### src/rtl/mem_access_unit.sv
// rtl/mem_access_unit.sv - load/store unit between a request/response port and a single-cycle memory
// Byte/half accesses and read-modify-write stores exist only when MEM_ACCESS_SUBWORD_EN is defined.
module mem_access_unit #(
  parameter int AW = 32
) (
  input  logic          clk,
  input  logic          reset_n,
  input  logic          req_valid,
  output logic          req_ready,
  input  logic          req_we,
  input  logic [1:0]    req_size,
  input  logic          req_signed,
  input  logic [AW-1:0] req_addr,
  input  logic [31:0]   req_wdata,
  output logic          resp_valid,
  input  logic          resp_ready,
  output logic [31:0]   resp_rdata,
  output logic          resp_err,
  output logic          mem_we,
  output logic [AW-1:0] mem_a,
  output logic [31:0]   mem_wd,
  input  logic [31:0]   mem_rd
);

  typedef enum logic [2:0] {
    IDLE     = 3'd0,
    READ     = 3'd1,
`ifdef MEM_ACCESS_SUBWORD_EN
    RMW_READ = 3'd2,
`endif
    WRITE    = 3'd3,
    RESP     = 3'd4
  } state_t;

  state_t        state, state_nxt;
  logic          misalign;
  logic [AW-1:0] addr_q;
  logic [31:0]   wdata_q;
  logic [31:0]   rdata_q;
  logic          err_q;
  logic [31:0]   load_data;
  logic [31:0]   store_data;
  logic [AW-1:0] word_addr;

  assign word_addr = {addr_q[AW-1:2], 2'b00};

  always_comb begin
    misalign = 1'b1;
    case (req_size)
      2'b10:   misalign = (req_addr[1:0] != 2'b00);
`ifdef MEM_ACCESS_SUBWORD_EN
      2'b01:   misalign = req_addr[0];
      2'b00:   misalign = 1'b0;
`endif
      default: misalign = 1'b1;
    endcase
  end

`ifdef MEM_ACCESS_SUBWORD_EN
  logic [1:0]  size_q;
  logic        signed_q;
  logic [31:0] rmw_q;
  logic [4:0]  lane_shift;
  logic [15:0] rd_lane;
  logic [31:0] lane_mask;

  assign lane_shift = {addr_q[1:0], 3'b000};
  assign rd_lane    = 16'(mem_rd >> lane_shift);
  assign lane_mask  = ((size_q == 2'b00) ? 32'h0000_00FF : 32'h0000_FFFF) << lane_shift;

  always_comb begin
    case (size_q)
      2'b00:   load_data = {{24{signed_q & rd_lane[7]}}, rd_lane[7:0]};
      2'b01:   load_data = {{16{signed_q & rd_lane[15]}}, rd_lane};
      default: load_data = mem_rd;
    endcase
  end

  // Sub-word stores merge the new lane into the word captured in RMW_READ.
  assign store_data = (size_q == 2'b10) ? wdata_q
                    : ((rmw_q & ~lane_mask) | ((wdata_q << lane_shift) & lane_mask));
`else
  logic unused_subword;
  assign unused_subword = &{1'b0, req_signed, addr_q[1:0]};
  assign load_data      = mem_rd;
  assign store_data     = wdata_q;
`endif

  always_ff @(posedge clk or negedge reset_n) begin
    if (!reset_n) state <= IDLE;
    else          state <= state_nxt;
  end

  always_comb begin
    state_nxt = state;
    req_ready = 1'b0;
    mem_we    = 1'b0;
    mem_a     = '0;
    mem_wd    = '0;
    case (state)
      IDLE: begin
        req_ready = 1'b1;
        if (req_valid) begin
          if (misalign)                state_nxt = RESP;
          else if (!req_we)            state_nxt = READ;
`ifdef MEM_ACCESS_SUBWORD_EN
          else if (req_size != 2'b10)  state_nxt = RMW_READ;
`endif
          else                         state_nxt = WRITE;
        end
      end
      READ: begin
        mem_a     = word_addr;
        state_nxt = RESP;
      end
`ifdef MEM_ACCESS_SUBWORD_EN
      RMW_READ: begin
        mem_a     = word_addr;
        state_nxt = WRITE;
      end
`endif
      WRITE: begin
        mem_we    = 1'b1;
        mem_a     = word_addr;
        mem_wd    = store_data;
        state_nxt = RESP;
      end
      RESP: if (resp_ready) state_nxt = IDLE;
      default: state_nxt = IDLE;
    endcase
  end

  always_ff @(posedge clk or negedge reset_n) begin
    if (!reset_n) begin
      addr_q   <= '0;
      wdata_q  <= '0;
      rdata_q  <= '0;
      err_q    <= 1'b0;
`ifdef MEM_ACCESS_SUBWORD_EN
      size_q   <= 2'b00;
      signed_q <= 1'b0;
      rmw_q    <= '0;
`endif
    end else begin
      case (state)
        IDLE: if (req_valid) begin
          addr_q   <= req_addr;
          wdata_q  <= req_wdata;
          err_q    <= misalign;
          rdata_q  <= '0;
`ifdef MEM_ACCESS_SUBWORD_EN
          size_q   <= req_size;
          signed_q <= req_signed;
`endif
        end
        READ: rdata_q <= load_data;
`ifdef MEM_ACCESS_SUBWORD_EN
        RMW_READ: rmw_q <= mem_rd;
`endif
        default: ;
      endcase
    end
  end

  // Response fields are gated so nothing stale leaks out outside RESP.
  assign resp_valid = (state == RESP);
  assign resp_rdata = resp_valid ? rdata_q : 32'h0;
  assign resp_err   = resp_valid & err_q;

endmodule

### config.mk
export PLATFORM = sky130hd
export DESIGN_NAME = mem_access_unit
export DESIGN_NICKNAME = d
export VERILOG_FILES = /design/src/rtl/mem_access_unit.sv
export SDC_FILE = /design/constraint.sdc
export NUM_CORES = 1
export LEC_CHECK = 0
export ABC_AREA = 1
export CORE_UTILIZATION = 25
export CTS_CLUSTER_DIAMETER = 40
export DETAILED_ROUTE_END_ITERATION = 10
export PLACE_DENSITY = 0.54
export SYNTH_ARGS = -nofsm -noshare
export SYNTH_HDL_FRONTEND = slang
export SYNTH_SLANG_ARGS = --single-unit
### constraint.sdc
create_clock -name clk -period 1.7 [get_ports clk]
set_clock_uncertainty 0.15 [all_clocks]
set_input_delay 0.34 -clock clk [delete_from_list [all_inputs] [get_ports clk]]
set_output_delay 0.34 -clock clk [all_outputs]
set_load 0.05 [all_outputs]
==> results of run 1 <==
-- flip-flops by register name, summed over array words and instances (netlist names) --
signal / flops
addr_q: 30
rdata_q: 32
state: 3
err_q: 1
store_data: 32
-- power by group --
part | internal, mW | switching (mW) | total, mW
clock | 1.22 | 0.874 | 2.09
combinational | 1.75 | 2.55 | 4.30
sequential | 3.09 | 0.221 | 3.31
-- metal layers --
layer	up-vias	wire length, microns	track usage (%)
met5	-	0	0
li1	2154	-	-
met3	15	957	5.11
met4	0	174	4.31
met2	139	7660	26.5
met1	2155	6330	19.1
-- final timing paths --
path                       slack (ps)             end         from
min in group asynchronous         440     rdata_q[29]      reset_n
setup reg to reg                   60  store_data[26]     state[0]
hold reg to reg                   350     rdata_q[25]  rdata_q[25]
setup / recovery                 -360       mem_wd[0]     state[2]
max in group asynchronous         550  store_data[30]      reset_n
hold / removal                    350     rdata_q[25]  rdata_q[25]
-- final cells by class --
type	instances	share of cell area, %
Multi-Input combinational cell	338	24.0
Timing Repair Buffer	248	38.6
Sequential cell	98	26.7
Tap cell	225	3.06
Clock buffer	12	2.79
Clock inverter	4	0.544
Inverter	104	4.35
-- critical path, cell delays in order, from the launching register on --
cell and delay, ps:
dfrtp_1 420, inv_4 110, nand3_4 180, clkbuf_16 250, nor2_4 110, buf_12 140
-- cell families (layout without fill, tap and decap cells) --
group                  Yosys count  after routing  share of synthesized area, %
AO/OA/AOI/OAI                   63             63                          7.14
buffers and inverters          137            368                          12.4
flip-flops                      98             98                          55.6
other                            1              2                        0.0850
AND/OR/NAND/NOR                273            273                          24.8
-- timing repair --
item,in CTS,in global routing
buffers inserted,6,4
endpoints found under the setup margin,98,166
gates cloned,3,11
hold endpoints to repair,98,0
hold buffers,1,0
resized for setup,62,20
pin swaps,3,13
-- per-stage QoR --
step	setup TNS, ps	util (%)	hold WS (ps)
floorplan	-15990	-	-106
global placement	-10360	47.2	295
detailed placement	-12150	47.2	301
CTS	-31250	51.1	356
global route	-40520	53.2	368
finish	-30800	53.2	352
-- layout by cell type, fill, tap and decap left out, drive strengths merged, types with 2 or more instances in the layout --
| cell | Yosys | routed |
|---|---|---|
| nor2 | 100 | 100 |
| nand2 | 136 | 136 |
| o21ai | 63 | 63 |
| nand3 | 33 | 33 |
| buf | 12 | 137 |
| nor3 | 3 | 3 |
| clkinvlp | 0 | 2 |
| clkdlybuf4s50 | 0 | 101 |
| inv | 104 | 104 |
| clkbuf | 21 | 21 |
| dfrtp | 98 | 98 |
| conb | 1 | 2 |
-- synthesized netlist by cell type, drive strengths merged --
master  instances
nand2         136
o21ai          63
clkbuf         21
nand3          33
nor3            3
conb            1
nor2          100
inv           104
or2             1
dfrtp          98
buf            12
==> results.toml, run 1 <==
[synthesis]
synth-seq-area-share_pct = 55.6
synth_area_sq_mm = 0.00441
synth_area_leaders = "dfrtp_1, nand2_1, inv_1, nor2_1, o21ai_0"
yosysTopAreaCell = "dfrtp_1"
postSynthAreaPerCell_sq_um = 7.72
ys_ff_latch = 98
yosys_warnings = 0
synth_cells = 572
yosysUniqueCellTypes = 16
synth_top_area_share_pct = 55.6

[timing]
slew_viol_final = 0
rsz0062_at_grt = "true"
period_minus_slack_ps = 2060
setup_slack_ps = -361
worst_pin_slew_ps = 533
fmax_mhz = 485
slew_headroom_pct = 64.5
setup_viol = 98
hold_viol = 0
min_period_over_period_pct = 121

[floorplanning]
die_area_sq_mm = 0.0182
die_h_microns = 135
start_util_pct = 25.5
die_w_microns = 135
core-area_sq_mm = 0.0173
rows = 48
io-pin-count = 204

[clock_tree]
cts.clk_slew.worst_paths_ps = 70
cts-buffers-inserted = 9
clock_path_buffers = 2
clock_sinks = 98
cts_max_level = 3
root_buffer = "clkbuf_16"
cts_tree = "built"
clk_latency_ps = 340

[worst_hold_path]
min_path_type = "reg2reg"
min_path_cells = 2

[final_layout]
syn_to_final_growth_pct = 108
multi_input_area_sq_mm = 0.00220
final_cells = 1029
fin_area_sq_mm = 0.00920
antenna_cells = 0
seqCellArea_sq_mm = 0.00245
nFillCells = 1537
drive_gt1_share_pct = 33.8
layout.nets = 903

[global_route]
grt_max_degree = 99
grt_pass1_vias = 4528
grt_util_all_layers_pct = 15.7
grt_antenna_before_repair = 0
overflow = 0
grt_pass1_wl_microns = 22200

[place]
dp_hpwl_microns = 9390
portBuffers = 200
gp_congestion = 0.746
dp_slack_ps = -229
dp_cells = 990
placed_area_sq_mm = 0.00817

[power]
p_per_area_mw_per_mm2 = 1060
power_mw = 9.71
leakage_nw = 3.93
peakVddDrop_v = 0.000653

[critical_path]
startpoint_type = "flop"
end_kind = "output port"
r2r_cells = 7
cp.required_ps = 1210
path_max_fanout = 7
crit_arrival_ps = 1570
critPathKind = "reg2out"

[routing]
initialDrtViolationCount = 187
wl_per_cell_microns = 14.7
first_pass_iters = 4
ant_nets = 0
drc = 0
drt_wl_total_microns = 15100
dr_total_vias = 4463
drt-vias-per-instance = 4.34

[outcome]
status = "finished, violations left"
violations = "negative setup slack"

[run]
cap_violations = 0
No activity file was read; power rests on OpenSTA's default activity.
==> inputs of run 2 (changes only) <==
--- a/config.mk
+++ b/config.mk
@@ -9,6 +9,7 @@
 export CORE_UTILIZATION = 25
 export CTS_CLUSTER_DIAMETER = 40
 export DETAILED_ROUTE_END_ITERATION = 10
+export MAX_ROUTING_LAYER = met4
 export PLACE_DENSITY = 0.54
 export SYNTH_ARGS = -nofsm -noshare
 export SYNTH_HDL_FRONTEND = slang
==> results.toml, run 2 (same netlist as run 1, synthesis figures left out) <==
[final_layout]
fin_area_sq_mm = 0.00920
drive_gt1_share_pct = 33.8
syn_to_final_growth_pct = 108
antenna_cells = 0
final_cells = 1029
nFillCells = 1537
utilization_pct = 53.2
layout.nets = 903
final_cell_mix = "nand2_1, clkdlybuf4s50_1, inv_1, dfrtp_1, nor2_4"
final_common_cell = "nand2_1"

[critical_path]
r2r_cells = 9
cp.required_ps = 1210
startpoint_type = "flop"
critPathKind = "reg2out"
end_kind = "output port"
path_max_fanout = 7
rrSetupSlack_ps = 60
crit_arrival_ps = 1570

[outcome]
violations = "negative setup slack"
status = "finished, violations left"

[timing]
fmax_mhz = 485
setup_viol = 98
slew_headroom_pct = 63.9
rsz0062_at_grt = "true"
hold_viol = 0
worst_pin_slew_ps = 542
min_period_over_period_pct = 121
tns_ps = -30900
period_minus_slack_ps = 2060
slew_viol_final = 0
setup_slack_ps = -362

[place]
gp_congestion = 0.755
placed_area_sq_mm = 0.00817
dp_cells = 990
portBuffers = 200
dp_hpwl_microns = 9390

[worst_hold_path]
min_path_type = "reg2reg"
min_path_cells = 2

[global_route]
grt_max_degree = 99
grt_util_all_layers_pct = 16.2
grt_pass1_wl_microns = 22200
grt_pass1_vias = 4536
grt_antenna_before_repair = 0
overflow = 0

[clock_tree]
cts-buffers-inserted = 9
cts_tree = "built"
clock_sinks = 98
clock_path_buffers = 2
cts_max_level = 3
root_buffer = "clkbuf_16"
clk_latency_ps = 340
cts.clk_slew.worst_paths_ps = 70

[routing]
first_pass_iters = 4
initialDrtViolationCount = 177
dr_total_vias = 4455
ant_nets = 0
drt_wl_total_microns = 15100
drt-vias-per-instance = 4.33
drc = 0
wl_per_cell_microns = 14.7

[power]
leakage_nw = 3.93
power_mw = 9.71
peakVddDrop_v = 0.000654
p_per_area_mw_per_mm2 = 1060

[floorplanning]
rows = 48
core-area_sq_mm = 0.0173
die_w_microns = 135
start_util_pct = 25.5
io-pin-count = 204
die_h_microns = 135
die_area_sq_mm = 0.0182

[run]
cap_violations = 0
==> run 2: cell type report <==
class	instances	area [sq um]	area share (%)
multi-input combinational	338	2200	24.0
inverter	104	400	4.35
clock buffer	12	256	2.79
sequential	98	2450	26.7
timing repair buffer	248	3550	38.6
tap	225	282	3.06
clock inverter	4	50.0	0.544
==> run 2: stage by stage <==
stage / hold slack, ps / worst slack [ps]
floorplan: -106 / -268
global placement: 295 / -193
detailed placement: 301 / -229
CTS: 356 / -377
global route: 368 / -464
finish: 352 / -362
==> run 2: critical path, cell delays in order, from the launching register on <==
cell and delay (ps):
dfrtp_1 400, inv_2 80, nand2_4 50, nor2_4 170, inv_8 90, buf_16 160, nor2_4 100, buf_8 150
==> run 2: layer usage <==
layer	part of all wire, %	track usage [%]
met5	0	-
met4	1.1	4.31
met3	5.8	4.54
met2	51	26.6
met1	42	19.4
==> run 2: timing repair <==
item / 4_1_cts / 5_1_grt
endpoints found under the hold margin: 98 / 0
pin swaps: 3 / 13
hold buffers: 1 / 0
resized for setup: 62 / 20
gates cloned: 3 / 11
endpoints found under the setup margin: 98 / 166
setup buffers: 6 / 4
==> run 2: power by group <==
part           leakage (nW)  internal, mW  switching [mW]
combinational          2.52          1.75            2.55
clock                 0.145          1.22           0.874
sequential             1.26          3.09           0.222
==> run 2: final timing paths <==
path                                   from        endpoint
max in group asynchronous           reset_n  store_data[30]
worst min register to register  rdata_q[25]     rdata_q[25]
worst max register to register     state[0]     rdata_q[18]
worst max-delay path               state[0]   resp_rdata[5]
min in group asynchronous           reset_n     rdata_q[29]
worst min-delay path            rdata_q[25]     rdata_q[25]
